`config.mk`:
```
export PLATFORM = sky130hd
export DESIGN_NAME = ctrl_del_fsm
export DESIGN_NICKNAME = d
export VERILOG_FILES = /design/src/rtl/ctrl_del_fsm.sv
export SDC_FILE = /design/constraint.sdc
export NUM_CORES = 1
export LEC_CHECK = 0
export BUFFER_PORTS_ARGS = -buffer_cell sky130_fd_sc_hd__buf_2
export CORE_MARGIN = 2
export CORE_UTILIZATION = 45
export DETAILED_ROUTE_END_ITERATION = 8
export GPL_TIMING_DRIVEN = 0
export PLACE_DENSITY = 0.8
export SLEW_MARGIN = 20
export SYNTH_ARGS = -nofsm -noshare
export SYNTH_HDL_FRONTEND = slang
export SYNTH_SLANG_ARGS = --single-unit
export TNS_END_PERCENT = 50
```
`constraint.sdc`:
```
create_clock -name clk -period 2 [get_ports clk]
set_input_delay 0.5 -clock clk [delete_from_list [all_inputs] [get_ports clk]]
set_output_delay 0.5 -clock clk [all_outputs]
set_load 0.02 [all_outputs]
```
`src/rtl/ctrl_del_fsm.sv`:
```
// Delete responder: scans the key/valid store and invalidates the first valid entry that matches key_q.
// Optional feature macro CTRL_DEL_ABORT_EN adds abort_i, which cancels an in-flight scan.
module ctrl_del_fsm #(
  parameter int NUM_ENTRIES = 8,
  parameter int KEY_WIDTH   = 16,
  localparam int AW         = $clog2(NUM_ENTRIES)
) (
  input  logic                 clk,
  input  logic                 rst,
`ifdef CTRL_DEL_ABORT_EN
  input  logic                 abort_i,
`endif
  input  logic                 start_i,
  input  logic [KEY_WIDTH-1:0] key_i,
  output logic [1:0]           result_o,
  output logic [1:0]           state_o,
  output logic                 busy_o,
  output logic                 mem_rd_en_o,
  output logic [AW-1:0]        mem_addr_o,
  input  logic [KEY_WIDTH-1:0] mem_key_i,
  input  logic                 mem_valid_i,
  output logic                 inv_en_o,
  output logic [AW-1:0]        inv_addr_o
);

  localparam logic [1:0] DEL_ST_START  = 2'd0;
  localparam logic [1:0] DEL_ST_DELETE = 2'd1;
  localparam logic [1:0] DEL_ST_ERROR  = 2'd2;

  localparam logic [AW:0]   NUM_PTR   = (AW+1)'(NUM_ENTRIES);
  localparam logic [AW-1:0] LAST_ADDR = AW'(NUM_ENTRIES - 1);

  logic [1:0]           r_state;
  logic [1:0]           w_state_nxt;
  logic [KEY_WIDTH-1:0] r_key_q;
  logic [AW:0]          r_rd_ptr;
  logic                 r_cmp_vld_p1;
  logic [AW-1:0]        r_cmp_addr_p1;
  logic                 r_done_p2;
  logic                 r_inv_en_p2;
  logic [AW-1:0]        r_inv_addr_p2;

  logic w_busy;
  logic w_accept;
  logic w_rd_en;
  logic w_hit;
  logic w_last;
  logic w_abort;

  assign w_busy   = (r_state == DEL_ST_DELETE) || (r_state == DEL_ST_ERROR);
  assign w_accept = (r_state == DEL_ST_START) && start_i;

`ifdef CTRL_DEL_ABORT_EN
  assign w_abort = abort_i && w_busy;
`else
  assign w_abort = 1'b0;
`endif

  // Stage p0: issue reads; rd_ptr carries an extra bit so it stops at NUM_ENTRIES instead of wrapping.
  assign w_rd_en = (r_state == DEL_ST_DELETE) && (r_rd_ptr < NUM_PTR);

  // Stage p1: store data for r_cmp_addr_p1 is on mem_key_i/mem_valid_i now.
  assign w_hit  = (r_state == DEL_ST_DELETE) && r_cmp_vld_p1 && mem_valid_i &&
                  (mem_key_i == r_key_q);
  assign w_last = (r_state == DEL_ST_DELETE) && r_cmp_vld_p1 &&
                  (r_cmp_addr_p1 == LAST_ADDR);

  always_comb begin
    w_state_nxt = r_state;
    case (r_state)
      DEL_ST_START: begin
        if (start_i) w_state_nxt = DEL_ST_DELETE;
      end
      DEL_ST_DELETE: begin
        if (w_abort)     w_state_nxt = DEL_ST_START;
        else if (w_hit)  w_state_nxt = DEL_ST_START;
        else if (w_last) w_state_nxt = DEL_ST_ERROR;
      end
      DEL_ST_ERROR: begin
        w_state_nxt = DEL_ST_START;
      end
      default: begin
        w_state_nxt = DEL_ST_START;
      end
    endcase
  end

  always_ff @(posedge clk) begin
    if (rst) begin
      r_state       <= DEL_ST_START;
      r_key_q       <= '0;
      r_rd_ptr      <= '0;
      r_cmp_vld_p1  <= 1'b0;
      r_cmp_addr_p1 <= '0;
      r_done_p2     <= 1'b0;
      r_inv_en_p2   <= 1'b0;
      r_inv_addr_p2 <= '0;
    end else begin
      r_state <= w_state_nxt;
      if (w_accept) begin
        r_key_q  <= key_i;
        r_rd_ptr <= '0;
      end else if (w_rd_en) begin
        r_rd_ptr <= r_rd_ptr + 1'b1;
      end
      // The speculative read in the hit cycle is never tagged valid, so its data is dropped.
      r_cmp_vld_p1  <= w_rd_en && (w_state_nxt == DEL_ST_DELETE);
      r_cmp_addr_p1 <= r_rd_ptr[AW-1:0];
      // Stage p2: registered done/invalidate, one cycle after the matching compare.
      r_done_p2     <= w_hit && !w_abort;
      r_inv_en_p2   <= w_hit && !w_abort;
      r_inv_addr_p2 <= (w_hit && !w_abort) ? r_cmp_addr_p1 : '0;
    end
  end

  assign result_o    = {r_done_p2, (r_state == DEL_ST_ERROR)};
  assign state_o     = r_state;
  assign busy_o      = w_busy;
  assign mem_rd_en_o = w_rd_en;
  assign mem_addr_o  = w_rd_en ? r_rd_ptr[AW-1:0] : '0;
  assign inv_en_o    = r_inv_en_p2;
  assign inv_addr_o  = r_inv_addr_p2;

endmodule

```
# Yosys cells after proc, flatten, opt, wreduce, memory -nomap -nowiden
# Cells that the tools add are included.
# word_totals
elab_cells,31
input_bits,36
register_bits,30
output_inout_bits,13
# op_classes
magnitude_cmp,1
bitwise_logic,1
addsub,1
reduce_logical,11
muxes,5
n_eq_ne,5
# op_table
cell,count
equality test 16 bit,1
logical AND 1 bit,7
two-way mux 2 bit,3
"adder 4 x 1 -> 4 bit, second input constant",1
"equality test 2 x 1 -> 1 bit, second input constant",2
"less-than comparator 4 bit, second input constant",1
one-hot mux 2 bit (2 select lines),1
OR reduction 2 bit,2
"equality test 3 bit, second input constant",1
two-way mux 3 bit,1
"equality test 2 bit, second input constant",1
zero test 2 bit,1
logical OR 1 bit,1
inverter 1 bit,1

# Longest topological paths before layout
# logic_depth
ltp_word,8
depth_mapped,7
mapped_depth_nobuf,6

# Worst setup path after synthesis
# Ideal clock, no wire load.
# synth_path
kind,register -> output
start,register r_state[0] (netlist: state_o[0])
end,output mem_addr_o[0]
t_required_ns,1.500
n_path_buf,1
path_slack_ns,-0.010
arrival_ns,1.510
path_stages_with_launch,5
cell_sequence,dfxtp_1 -> ha_1 -> nor2b_1 -> clkbuf_1 -> and2_1
# synth_between
elab_chain_cells,3
# synth_rtl
element,line_no,source
start: declaration,33,logic [1:0] r_state;
start signal: assignment,99,r_state <= w_state_nxt;
equality test 2 x 1 -> 1 bit,60,assign w_rd_en = (r_state == DEL_ST_DELETE) && (r_rd_ptr < NUM_PTR);
logical AND 1 bit,60,
net mem_rd_en_o,18,"output logic mem_rd_en_o,"
two-way mux 3 bit,120,assign mem_addr_o = w_rd_en ? r_rd_ptr[AW-1:0] : '0;
end: declaration,19,"output logic [AW-1:0] mem_addr_o,"
# The timed path passes the listed nets, and every way through them passes these cells.

# Worst setup path after layout
# layout_path
start,register r_state[0] (netlist: state_o[0])
end,output mem_addr_o[1]
# layout_between
elab_chain_cells,3
# layout_rtl
element,line_no
equality test 2 x 1 -> 1 bit,60
logical AND 1 bit,60
two-way mux 3 bit,120
# Every way passes these cells.

==> reports/qor.yml <==
status:
  status: "finished clean"
final_layout:
  drive_gt1_share_pct: 34.4
  seq_area_um2: 606
  nets: 248
  multi_input_area_um2: 703
  num_antenna_cells: 0
  layout_common_cells: "buf_2 (46), nand2_1 (38), dfxtp_1 (28), a21oi_1 (17), xor2_1 (13)"
  nFillCells: 259
  utilization_pct: 64.0
  mostFrequentLayoutCell: "buf_2"
  area_growth_syn_to_layout_pct: 33.5
pwr:
  p_per_area_nw_per_um2: 839
  peakVddDrop_mv: 0.754
  leakagePower_nw: 0.821
routing:
  drt_wl_total_um: 2680
  wl_per_cell_um: 11.2
  viasPerCell: 4.91
  ant_nets: 0
  drc: 0
  dr.pass1.iters: 4
  num_vias: 1179
  drtIter0Drc: 20
cts:
  cts_tree: "yes"
  htreeDepth: 2
  cts_buffer_depth: 2
  clk_pin_slew_ns: 0.10
  cts_buffers: 5
  cts_root_buffer: "clkbuf_4"
  clock_latency_ns: 0.33
  clock-sinks: 30
synth:
  post_synth.cell_area_avg_um2: 8.82
  synth-simple-area-share_pct: 25.6
  synthAdderAreaFrac_pct: 3.76
  syn_nets: 191
  synth_edf_count: 0
  synth_xor_area_share_pct: 11.8
  dominantRegCellSynth: "dfxtp_1"
  async_flop_share_pct: 0
  ys_types: 28
  ys_seq_area_share_pct: 45.1
  synth_top_family_by_area: "simple AND/OR/NAND/NOR gates"
  synth_area_um2: 1330
  muxShareOfSynthArea_pct: 0.751
  synth-seq-cells: 30
  synth-compound-area-share_pct: 9.48
  yosysWarnings: 0
  syn_inst: 151
worst_setup_path:
  cp_cell_sequence: "ha_4 > nor2b_1 > buf_4 > and2_1 > buf_2"
  arrival_ns: 1.44
  worstPathRequired_ns: 1.50
  cp_max_fo: 6
  end_kind: "output pin"
  cp_slowest_cell: "dfxtp_4"
  cp_slowest_stage_delay_ns: 0.38
  cp-start-kind: "flip-flop"
  critPathKind: "reg2out"
sta:
  finalHoldViolCount: 0
  min_period_ns: 1.94
  setup_viol: 0
  finalSetupTns_ns: 0
  max_slew_margin_pct: 69.0
  period_share_pct: 96.9
  finClkSkew_ns: 0.0123
  rsz0062_at_grt: "yes"
  slew_viol_final: 0
  hold_slack_ns: 0.401
  worst-slew-pin-transition_ns: 0.466
  max_clock_freq_ghz: 0.516
die:
  start_util_pct: 47.9
  die_x_um: 58.4
  core_area_um2: 2780
  die_height_um: 58.4
  die_area_um2: 3410
  pin_count: 49
  std_cell_rows: 19
place:
  port-buffer-count: 47
  gp_congestion: 0.759
  hpwlAfterDp_um: 2080
global_routing:
  track_usage_pct: 17.8
  grt_pass1_vias: 1120
  grt_overflow: 0
  grt_pass1_wl_um: 4550
  antenna_found_initial: 0
  grt_max_degree: 11
flow_run:
  maxCapViolations: 0
worst_hold_path:
  hold_class: "in2reg"
[worst paths after layout]
kind	slack, ns	from	to	cells past startpoint
min reg2reg	0.46	r_cmp_addr_p1[0]	inv_addr_o[0]	1
max	0.06	state_o[0]	mem_addr_o[1]	5
min	0.40	key_i[1]	r_key_q[1]	3
max reg2reg	0.40	state_o[0]	r_key_q[13]	6
[sequential cells by signal, indices dropped and copies added (netlist names)]
name           flops
r_cmp_addr_p1      3
state_o            2
r_rd_ptr           4
inv_addr_o         3
inv_en_o           1
r_cmp_vld_p1       1
r_key_q           16
[layout make-up]
| type | instances | area share [%] |
|---|---|---|
| Timing Repair Buffer | 50 | 15.2 |
| Clock inverter | 2 | 3.38 |
| Multi-Input combinational cell | 110 | 39.5 |
| Buffer | 8 | 2.18 |
| Sequential cell | 30 | 34.0 |
| Inverter | 3 | 0.633 |
| Clock buffer | 6 | 2.88 |
| Tap cell | 31 | 2.18 |
[Yosys cell counts, types with 2 or more instances]
library cell	count	share of area (%)
nor2b_1	4	1.9
clkbuf_1	4	1.1
a21oi_1	17	6.4
nor4_2	3	2.8
ha_1	4	3.8
nand3b_1	2	1.1
nand2_1	38	11
inv_1	3	0.85
buf_1	2	0.56
xor2_1	13	8.5
and2_1	7	3.3
dfxtp_1	30	45
nor3_1	4	1.5
o211ai_1	2	1.1
xnor2_1	5	3.3
[cells by family after synthesis]
logic type / Yosys count
compound gates: 23
xor+xnor: 18
fa+ha+maj: 4
buf+inv: 11
flops: 30
mux: 1
simple gates: 64
[power by group]
| group | internal (mW) | switching (mW) | leakage (nW) |
|---|---|---|---|
| sequential | 0.627 | 0.0225 | 0.246 |
| combinational | 0.0967 | 0.110 | 0.517 |
| clock | 0.424 | 0.212 | 0.0585 |
| total | 1.15 | 0.345 | 0.821 |
[per-layer routing]
layer  vias up  GRT usage (%)  part of all wire, %
li1        616              -                    -
met1       514           20.8                   44
met2        42           28.9                   46
met3         7           6.81                  7.8
met4         0           7.64                  1.6
met5         -              0                    0
[per-stage QoR]
step	total power, mW	instance area [µm²]	instances	setup slack [ns]
finish	1.49	1780	240	0.0615
global route	1.57	1780	240	-0.0129
CTS	1.51	1760	240	0.0141
detailed placement	0.857	1610	229	0.158
global placement	0.852	1610	229	0.200
floorplan	0.786	1330	151	0.141
[critical path, delay by kind of cell, from the launching register on]
kind | cells | cell delay (ns)
adders and majority gates | 1 | 0.17
buffers and inverters | 2 | 0.29
DFF | 1 | 0.38
and+or+nand+nor | 2 | 0.26
[what timing repair did]
action	CTS	global route
setup endpoints to repair	4	3
hold buffers	0	0
pin swaps	0	0
resized for setup	7	7
buffers inserted	3	0
Note: power is estimated with default switching activity, not from simulation.
